### src/rtl/input_debouncer_pkg.sv
// input_debouncer_pkg: per-channel state encoding and default parameters shared across the debouncer
package input_debouncer_pkg;
  typedef enum logic [1:0] {IDLE, FILTER, HELD, HOLD_DONE} state_t;
  localparam int DEF_CHANNELS = 8;
  localparam int DEF_DEBOUNCE_CYCLES = 16;
  localparam int DEF_HOLD_CYCLES = 0;
  localparam bit DEF_ACTIVE_LOW = 1'b1;
  function automatic int max2(input int a, input int b);
    return a > b ? a : b;
  endfunction
endpackage

### src/rtl/input_debouncer_if.sv
// input_debouncer_if: raw button levels and enable in, debounced state and event pulses out
interface input_debouncer_if import input_debouncer_pkg::*; #(parameter int CHANNELS = DEF_CHANNELS);
  logic en;
  logic [CHANNELS-1:0] btn_in;
  logic [CHANNELS-1:0] btn_state;
  logic [CHANNELS-1:0] btn_press;
  logic [CHANNELS-1:0] btn_release;
  logic [CHANNELS-1:0] btn_hold;
  modport master(output en, btn_in, input btn_state, btn_press, btn_release, btn_hold);
  modport slave(input en, btn_in, output btn_state, btn_press, btn_release, btn_hold);
endinterface

### src/rtl/input_debouncer_debounce_chan.sv
// debounce_chan: one synchronised, filtered button channel with press/release/hold pulses
module debounce_chan import input_debouncer_pkg::*; #(
  parameter int DEBOUNCE_CYCLES = DEF_DEBOUNCE_CYCLES,
  parameter int HOLD_CYCLES = DEF_HOLD_CYCLES,
  parameter bit ACTIVE_LOW = DEF_ACTIVE_LOW
) (
  input  logic clk,
  input  logic rst,
  input  logic en,
  input  logic btn_in,
  output logic btn_state,
  output logic btn_press,
  output logic btn_release,
  output logic btn_hold
);
  localparam int W = $clog2(max2(DEBOUNCE_CYCLES, HOLD_CYCLES) + 1);
  localparam logic [W-1:0] D_LAST = W'(DEBOUNCE_CYCLES - 1);
  localparam logic [W-1:0] H_MAX = W'(HOLD_CYCLES);
  logic [1:0] sync;
  state_t state, state_d, prev, prev_d;
  logic [W-1:0] cnt, cnt_d, hcnt, hcnt_d, hnext;
  logic lvl, s_d, press_d, release_d, hold_d;
  assign lvl = sync[1] ^ ACTIVE_LOW;
  assign hnext = (hcnt == H_MAX) ? hcnt : hcnt + W'(1);
  always_ff @(posedge clk or negedge rst)
    if (!rst) begin
      sync <= {2{ACTIVE_LOW}};
      state <= IDLE;
      prev <= IDLE;
      cnt <= '0;
      hcnt <= '0;
      btn_state <= 1'b0;
      btn_press <= 1'b0;
      btn_release <= 1'b0;
      btn_hold <= 1'b0;
    end else begin
      sync <= {sync[0], btn_in};
      state <= state_d;
      prev <= prev_d;
      cnt <= cnt_d;
      hcnt <= hcnt_d;
      btn_state <= s_d;
      btn_press <= press_d;
      btn_release <= release_d;
      btn_hold <= hold_d;
    end
  // FILTER remembers where it came from so a rejected glitch resumes hold counting untouched
  always_comb begin
    state_d = state;
    prev_d = prev;
    cnt_d = '0;
    hcnt_d = hcnt;
    s_d = btn_state;
    press_d = 1'b0;
    release_d = 1'b0;
    hold_d = 1'b0;
    if (!en) state_d = (state == FILTER) ? prev : state;
    else if (state == FILTER) begin
      if (lvl == btn_state) state_d = prev;
      else if (cnt == D_LAST) begin
        s_d = lvl;
        press_d = lvl;
        release_d = ~lvl;
        hcnt_d = '0;
        state_d = (lvl && HOLD_CYCLES > 0) ? HELD : IDLE;
      end else cnt_d = cnt + W'(1);
    end else if (lvl != btn_state) begin
      state_d = FILTER;
      prev_d = state;
      cnt_d = W'(1);
    end else if (state == HELD) begin
      hcnt_d = hnext;
      hold_d = (hnext == H_MAX);
      state_d = hold_d ? HOLD_DONE : HELD;
    end
  end
endmodule

### src/rtl/input_debouncer.sv
// input_debouncer: array of independent button debouncers behind a single interface
module input_debouncer import input_debouncer_pkg::*; #(
  parameter int CHANNELS = DEF_CHANNELS,
  parameter int DEBOUNCE_CYCLES = DEF_DEBOUNCE_CYCLES,
  parameter int HOLD_CYCLES = DEF_HOLD_CYCLES,
  parameter bit ACTIVE_LOW = DEF_ACTIVE_LOW
) (
  input logic clk,
  input logic rst,
  input_debouncer_if.slave bus
);
  for (genvar i = 0; i < CHANNELS; i++) begin : g_chan
    debounce_chan #(
      .DEBOUNCE_CYCLES(DEBOUNCE_CYCLES),
      .HOLD_CYCLES(HOLD_CYCLES),
      .ACTIVE_LOW(ACTIVE_LOW)
    ) u_chan (
      .clk(clk),
      .rst(rst),
      .en(bus.en),
      .btn_in(bus.btn_in[i]),
      .btn_state(bus.btn_state[i]),
      .btn_press(bus.btn_press[i]),
      .btn_release(bus.btn_release[i]),
      .btn_hold(bus.btn_hold[i])
    );
  end
endmodule

### src/flat_wrapper.sv
// flat-port wrapper written by rule: the top's interface ports become plain ports
module input_debouncer_flat import input_debouncer_pkg::*;
#(
  parameter int CHANNELS = DEF_CHANNELS,
  parameter int DEBOUNCE_CYCLES = DEF_DEBOUNCE_CYCLES,
  parameter int HOLD_CYCLES = DEF_HOLD_CYCLES,
  parameter bit ACTIVE_LOW = DEF_ACTIVE_LOW
)
  (clk, rst, bus_en, bus_btn_in, bus_btn_state, bus_btn_press, bus_btn_release, bus_btn_hold);
  input_debouncer_if #(.CHANNELS(CHANNELS)) bus_i ();
  input logic clk;
  input logic rst;
  input wire logic [$bits(bus_i.en)-1:0] bus_en;
  input wire logic [$bits(bus_i.btn_in)-1:0] bus_btn_in;
  output wire logic [$bits(bus_i.btn_state)-1:0] bus_btn_state;
  output wire logic [$bits(bus_i.btn_press)-1:0] bus_btn_press;
  output wire logic [$bits(bus_i.btn_release)-1:0] bus_btn_release;
  output wire logic [$bits(bus_i.btn_hold)-1:0] bus_btn_hold;
  assign bus_i.en = bus_en;
  assign bus_i.btn_in = bus_btn_in;
  assign bus_btn_state = bus_i.btn_state;
  assign bus_btn_press = bus_i.btn_press;
  assign bus_btn_release = bus_i.btn_release;
  assign bus_btn_hold = bus_i.btn_hold;
  input_debouncer #(.CHANNELS(CHANNELS), .DEBOUNCE_CYCLES(DEBOUNCE_CYCLES), .HOLD_CYCLES(HOLD_CYCLES), .ACTIVE_LOW(ACTIVE_LOW)) u_core (.clk(clk), .rst(rst), .bus(bus_i));
endmodule
### config.mk
export PLATFORM = sky130hd
export DESIGN_NAME = input_debouncer_flat
export DESIGN_NICKNAME = d
export VERILOG_FILES = /design/src/rtl/input_debouncer_pkg.sv /design/src/rtl/input_debouncer_if.sv /design/src/rtl/input_debouncer_debounce_chan.sv /design/src/rtl/input_debouncer.sv /design/src/flat_wrapper.sv
export SDC_FILE = /design/constraint.sdc
export NUM_CORES = 1
export LEC_CHECK = 0
export CAP_MARGIN = 20
export CORE_MARGIN = 2
export CORE_UTILIZATION = 59
export DETAILED_ROUTE_END_ITERATION = 10
export PLACE_DENSITY = 0.87
export SYNTH_ARGS = -nofsm -noshare
export SYNTH_HDL_FRONTEND = slang
export SYNTH_HIERARCHICAL = 1
export SYNTH_SLANG_ARGS = --single-unit
export TNS_END_PERCENT = 30
### constraint.sdc
create_clock -name clk -period 4.38 [get_ports clk]
set_clock_uncertainty 0.05 [all_clocks]
set_input_delay 0.438 -clock clk [delete_from_list [all_inputs] [get_ports clk]]
set_output_delay 0.438 -clock clk [all_outputs]
set_load 0.005 [all_outputs]
==> impl_table.tex <==
\begin{tabular}{lr}
\hline
Metric & Value \\
\hline
\multicolumn{2}{l}{\textbf{Outcome}} \\
\quad Run status & complete, no violations \\
\multicolumn{2}{l}{\textbf{Worst setup path}} \\
\quad Worst path required time & 4620 ps \\
\quad Worst R2R Setup Slack & 2420 ps \\
\quad Cell type group with the largest total delay on the critical path & simple AND/OR/NAND/NOR gates \\
\quad Critical path's largest stage delay & 410 ps \\
\quad Critical path endpoint category & flip-flop \\
\quad Critical-path top delay cell & sky130\_fd\_sc\_hd\_\_dfrtp\_1 \\
\quad Combined buffer and inverter count along the critical path & 0 \\
\quad Type of the worst setup path & reg -> reg \\
\quad Sequence of cells on the critical path & ha\_1 > and2b\_1 > nor3b\_4 > o21bai\_2 > a31oi\_1 \\
\quad Critical Path Source Type & flip-flop \\
\quad Critical-path maximum fanout & 9 \\
\quad Data arrival time at the worst-slack endpoint & 2200 ps \\
\multicolumn{2}{l}{\textbf{Cells and area}} \\
\quad Multi-input combinational cell area & 4025 µm² \\
\quad Nets & 932 \\
\quad Relative area change from synthesis to final layout & 13.51\% \\
\quad Count of fill cells added during filler insertion & 1,030 \\
\quad Combined flip-flop and latch cell area & 4024 µm² \\
\quad Number of diodes added for antenna fixing & 0 \\
\quad Share of cells above drive strength 1 & 10.51\% \\
\multicolumn{2}{l}{\textbf{Worst hold path}} \\
\quad Worst hold path class & in -> async \\
\multicolumn{2}{l}{\textbf{Clock network}} \\
\quad Clock tree from TritonCTS & built \\
\quad Sink Count & 160 \\
\quad Register clock-pin slew on the reported worst setup and hold paths & 60 ps \\
\quad Hold-fix buffers at CTS & 0 \\
\quad Setup fix buffers added after clock tree synthesis & 0 \\
\quad Number of levels the H-tree was split into & 4 \\
\quad Number of buffers on the longest clock path & 2 \\
\quad Clk root buf & sky130\_fd\_sc\_hd\_\_clkbuf\_16 \\
\quad Post-cts gate resize count & 0 \\
\quad Later-pin clock latency in the skew report & 420 ps \\
\quad Clock buffer count from CTS & 17 \\
\multicolumn{2}{l}{\textbf{Floorplan}} \\
\quad I/O pins & 43 \\
\quad Number of rows in the core area & 43 \\
\quad Die Y & 123.5 µm \\
\quad Core outline area & 13,930 µm² \\
\quad Die Area & 15,240 µm² \\
\quad Chip width & 123.5 µm \\
\quad Initial Util & 60.42\% \\
\multicolumn{2}{l}{\textbf{Power and ir drop}} \\
\quad Power per Cell Area & 594.3 nW/µm² \\
\quad Peak supply drop & 0.2775 mV \\
\quad Static power due to leakage & 4.367 nW \\
\quad Post-layout power & 5.680 mW \\
\multicolumn{2}{l}{\textbf{Placement}} \\
\quad Detailed placement HPWL & 10,230 µm \\
\quad Port Buffer Count & 42 \\
\quad RD Place Congestion & 0.8510 \\
\multicolumn{2}{l}{\textbf{Drt}} \\
\quad Via/cell ratio & 5.776 \\
\quad Final wirelength & 15,390 µm \\
\quad Count of unresolved DRC violations after routing & 0 \\
\quad Drt pass-1 iters & 5 \\
\quad Avg WL per Cell & 14.33 µm \\
\quad Count of routing violations after the opening detailed-route iteration & 431 \\
\quad Routed vias & 6,203 \\
\quad Residual antenna-violating net count after detailed routing & 0 \\
\multicolumn{2}{l}{\textbf{Timing}} \\
\quad Ratio of final minimum period to clock period & 44.69\% \\
\quad Shortest clock period the worst path allows after layout & 1957 ps \\
\quad Total of endpoints with negative setup slack in the final report & 0 \\
\quad Max Slew Vio Count & 0 \\
\quad Worst slew pin tran & 949.1 ps \\
\quad Max frequency & 510.9 MHz \\
\quad Number of failing hold endpoints at the final stage & 0 \\
\quad RSZ-0062 raised after global routing & false \\
\quad Final-layout setup total negative slack & 0 ps \\
\quad Relative slew slack & 36.72\% \\
\multicolumn{2}{l}{\textbf{GRT}} \\
\quad Antenna violations before repair & 0 \\
\quad Wire length of the first global-routing pass & 26,810 µm \\
\quad Sum of overflow across all layers after global routing & 0 \\
\quad Maximum number of pins on one net before global-route repair & 111 \\
\quad Via count of the first global-routing pass & 5,906 \\
\quad Total track usage & 22.11\% \\
\multicolumn{2}{l}{\textbf{Synthesis}} \\
\quad Sequential element share of the synthesized area & 47.79\% \\
\quad Seq cells post-synth & 160 \\
\quad Number of standard cells after synthesis & 838 \\
\quad Distinct cell type count after synthesis & 66 \\
\quad Total standard cell area after synthesis & 8419 µm² \\
\quad Net count after synthesis & 889 \\
\quad Yosys warning total & 6 \\
\quad Synthesized area per cell & 10.05 µm² \\
\quad Commonest register cell after synthesis & sky130\_fd\_sc\_hd\_\_dfrtp\_1 \\
\quad Post-synth EDFFs & 0 \\
\quad Share of synthesized registers carrying an async set or reset & 100.0\% \\
\multicolumn{2}{l}{\textbf{Run}} \\
\quad Count of max-cap constraint violations & 0 \\
\hline
\end{tabular}
[worst reg2reg max path, delay by kind of cell (launching register included)]
family	cells	cell delay, ps
DFF	1	410
adders and majority gates	1	310
AOI/OAI and AO/OA	2	390
and+or+nand+nor	2	680
[synthesized netlist by cell type, types with 11 or more instances]
library cell | instances | area [µm²]
sky130_fd_sc_hd__mux2_2 | 12 | 135.1
sky130_fd_sc_hd__and4b_1 | 11 | 110.1
sky130_fd_sc_hd__inv_1 | 52 | 195.2
sky130_fd_sc_hd__o21ai_1 | 23 | 115.1
sky130_fd_sc_hd__dfstp_2 | 16 | 420.4
sky130_fd_sc_hd__a21oi_1 | 28 | 140.1
sky130_fd_sc_hd__o21ai_0 | 26 | 130.1
sky130_fd_sc_hd__ha_1 | 40 | 500.5
sky130_fd_sc_hd__nand3_1 | 39 | 195.2
sky130_fd_sc_hd__nor2b_1 | 11 | 68.82
sky130_fd_sc_hd__o21a_1 | 11 | 82.58
sky130_fd_sc_hd__nand2_1 | 73 | 274.0
sky130_fd_sc_hd__buf_2 | 14 | 70.07
sky130_fd_sc_hd__nand4_1 | 12 | 75.07
sky130_fd_sc_hd__dfrtp_1 | 144 | 3603
sky130_fd_sc_hd__nor3_1 | 20 | 100.1
sky130_fd_sc_hd__and3_1 | 12 | 75.07
sky130_fd_sc_hd__xor2_1 | 16 | 140.1
sky130_fd_sc_hd__nor2_1 | 91 | 341.6
sky130_fd_sc_hd__a21o_1 | 11 | 82.58
[cells by family (layout without fill, tap and decap cells)]
| family | after synthesis | in the layout | share of synthesized area (%) |
|---|---|---|---|
| and+or+nand+nor | 337 | 337 | 21.47 |
| AOI/OAI and AO/OA | 167 | 167 | 13.27 |
| DFF | 160 | 160 | 47.79 |
| buffers and inverters | 79 | 135 | 4.399 |
| adders and majority gates | 40 | 40 | 5.944 |
| xor gates and xnor gates | 34 | 34 | 4.384 |
| muxes | 21 | 21 | 2.734 |
[layout by cell type, fill, tap and decap left out, types with 17 or more instances in the layout]
cell                                n
sky130_fd_sc_hd__dfrtp_1          144
sky130_fd_sc_hd__clkbuf_16         17
sky130_fd_sc_hd__o21ai_0           26
sky130_fd_sc_hd__clkdlybuf4s50_1   40
sky130_fd_sc_hd__o21ai_1           23
sky130_fd_sc_hd__nor2_1            91
sky130_fd_sc_hd__inv_1             52
sky130_fd_sc_hd__a21oi_1           28
sky130_fd_sc_hd__nand2_1           73
sky130_fd_sc_hd__nand3_1           39
sky130_fd_sc_hd__ha_1              40
sky130_fd_sc_hd__nor3_1            20
[sequential cells by signal, indices dropped and copies added (netlist names)]
register / count
u_core/g_chan.u_chan/sync: 16
u_core/g_chan.u_chan/btn_hold: 8
u_core/g_chan.u_chan/cnt: 40
u_core/g_chan.u_chan/hcnt: 40
u_core/g_chan.u_chan/btn_state: 8
u_core/g_chan.u_chan/state: 16
u_core/g_chan.u_chan/prev: 16
u_core/g_chan.u_chan/btn_release: 8
u_core/g_chan.u_chan/btn_press: 8
[per-layer routing]
metal | share of wire [%] | track usage (%) | vias to the layer above
li1 | - | - | 3070
met1 | 46 | 29.47 | 2972
met2 | 49 | 35.58 | 131
met3 | 3.7 | 4.520 | 30
met4 | 1.8 | 8.807 | 0
met5 | 0 | 0 | -
[layout make-up]
type / count / area share (%)
flip-flops and latches: 160 / 42.11
clock buffers: 21 / 4.818
clock inverters: 11 / 1.689
well taps: 180 / 2.357
multi-input cells: 599 / 42.12
repair buffers: 46 / 4.674
inverters: 57 / 2.239
[path summary, 6_finish.rpt]
path | start | to | depth (start not counted)
max | u_core/g_chan[0].u_chan/state[0]$_DFFE_PN0P_ | u_core/g_chan[0].u_chan/hcnt[4]$_DFFE_PN0P_ | 5
min in group clk | u_core/g_chan[7].u_chan/sync[0]$_DFF_PN1_ | u_core/g_chan[7].u_chan/sync[1]$_DFF_PN1_ | 0
min reg2reg | u_core/g_chan[7].u_chan/sync[0]$_DFF_PN1_ | u_core/g_chan[7].u_chan/sync[1]$_DFF_PN1_ | 0
max in group asynchronous | rst | u_core/g_chan[2].u_chan/sync[1]$_DFF_PN1_ | 2
max reg2reg | u_core/g_chan[0].u_chan/state[0]$_DFFE_PN0P_ | u_core/g_chan[0].u_chan/hcnt[4]$_DFFE_PN0P_ | 5
min | rst | u_core/g_chan[0].u_chan/hcnt[2]$_DFFE_PN0P_ | 1
[power by group]
part | internal (mW) | total, mW | switching, mW
registers | 1.80 | 2.22 | 0.425
logic | 0.869 | 1.92 | 1.05
clock network | 0.979 | 1.53 | 0.556
[through the flow]
step	hold slack [ps]	worst slack [ps]	area (µm²)	util, %	std cells
3_3_place_gp	295.6	2164	8935	64.12	1042
6_report	86.58	2423	9557	68.58	1074
3_5_place_dp	296.9	2113	8935	64.12	1042
5_1_grt	175.6	2235	9557	68.58	1074
2_1_floorplan	92.41	2624	8419	-	838
4_1_cts	130.7	2407	9557	68.58	1074
No activity file was read; power rests on OpenSTA's default activity.
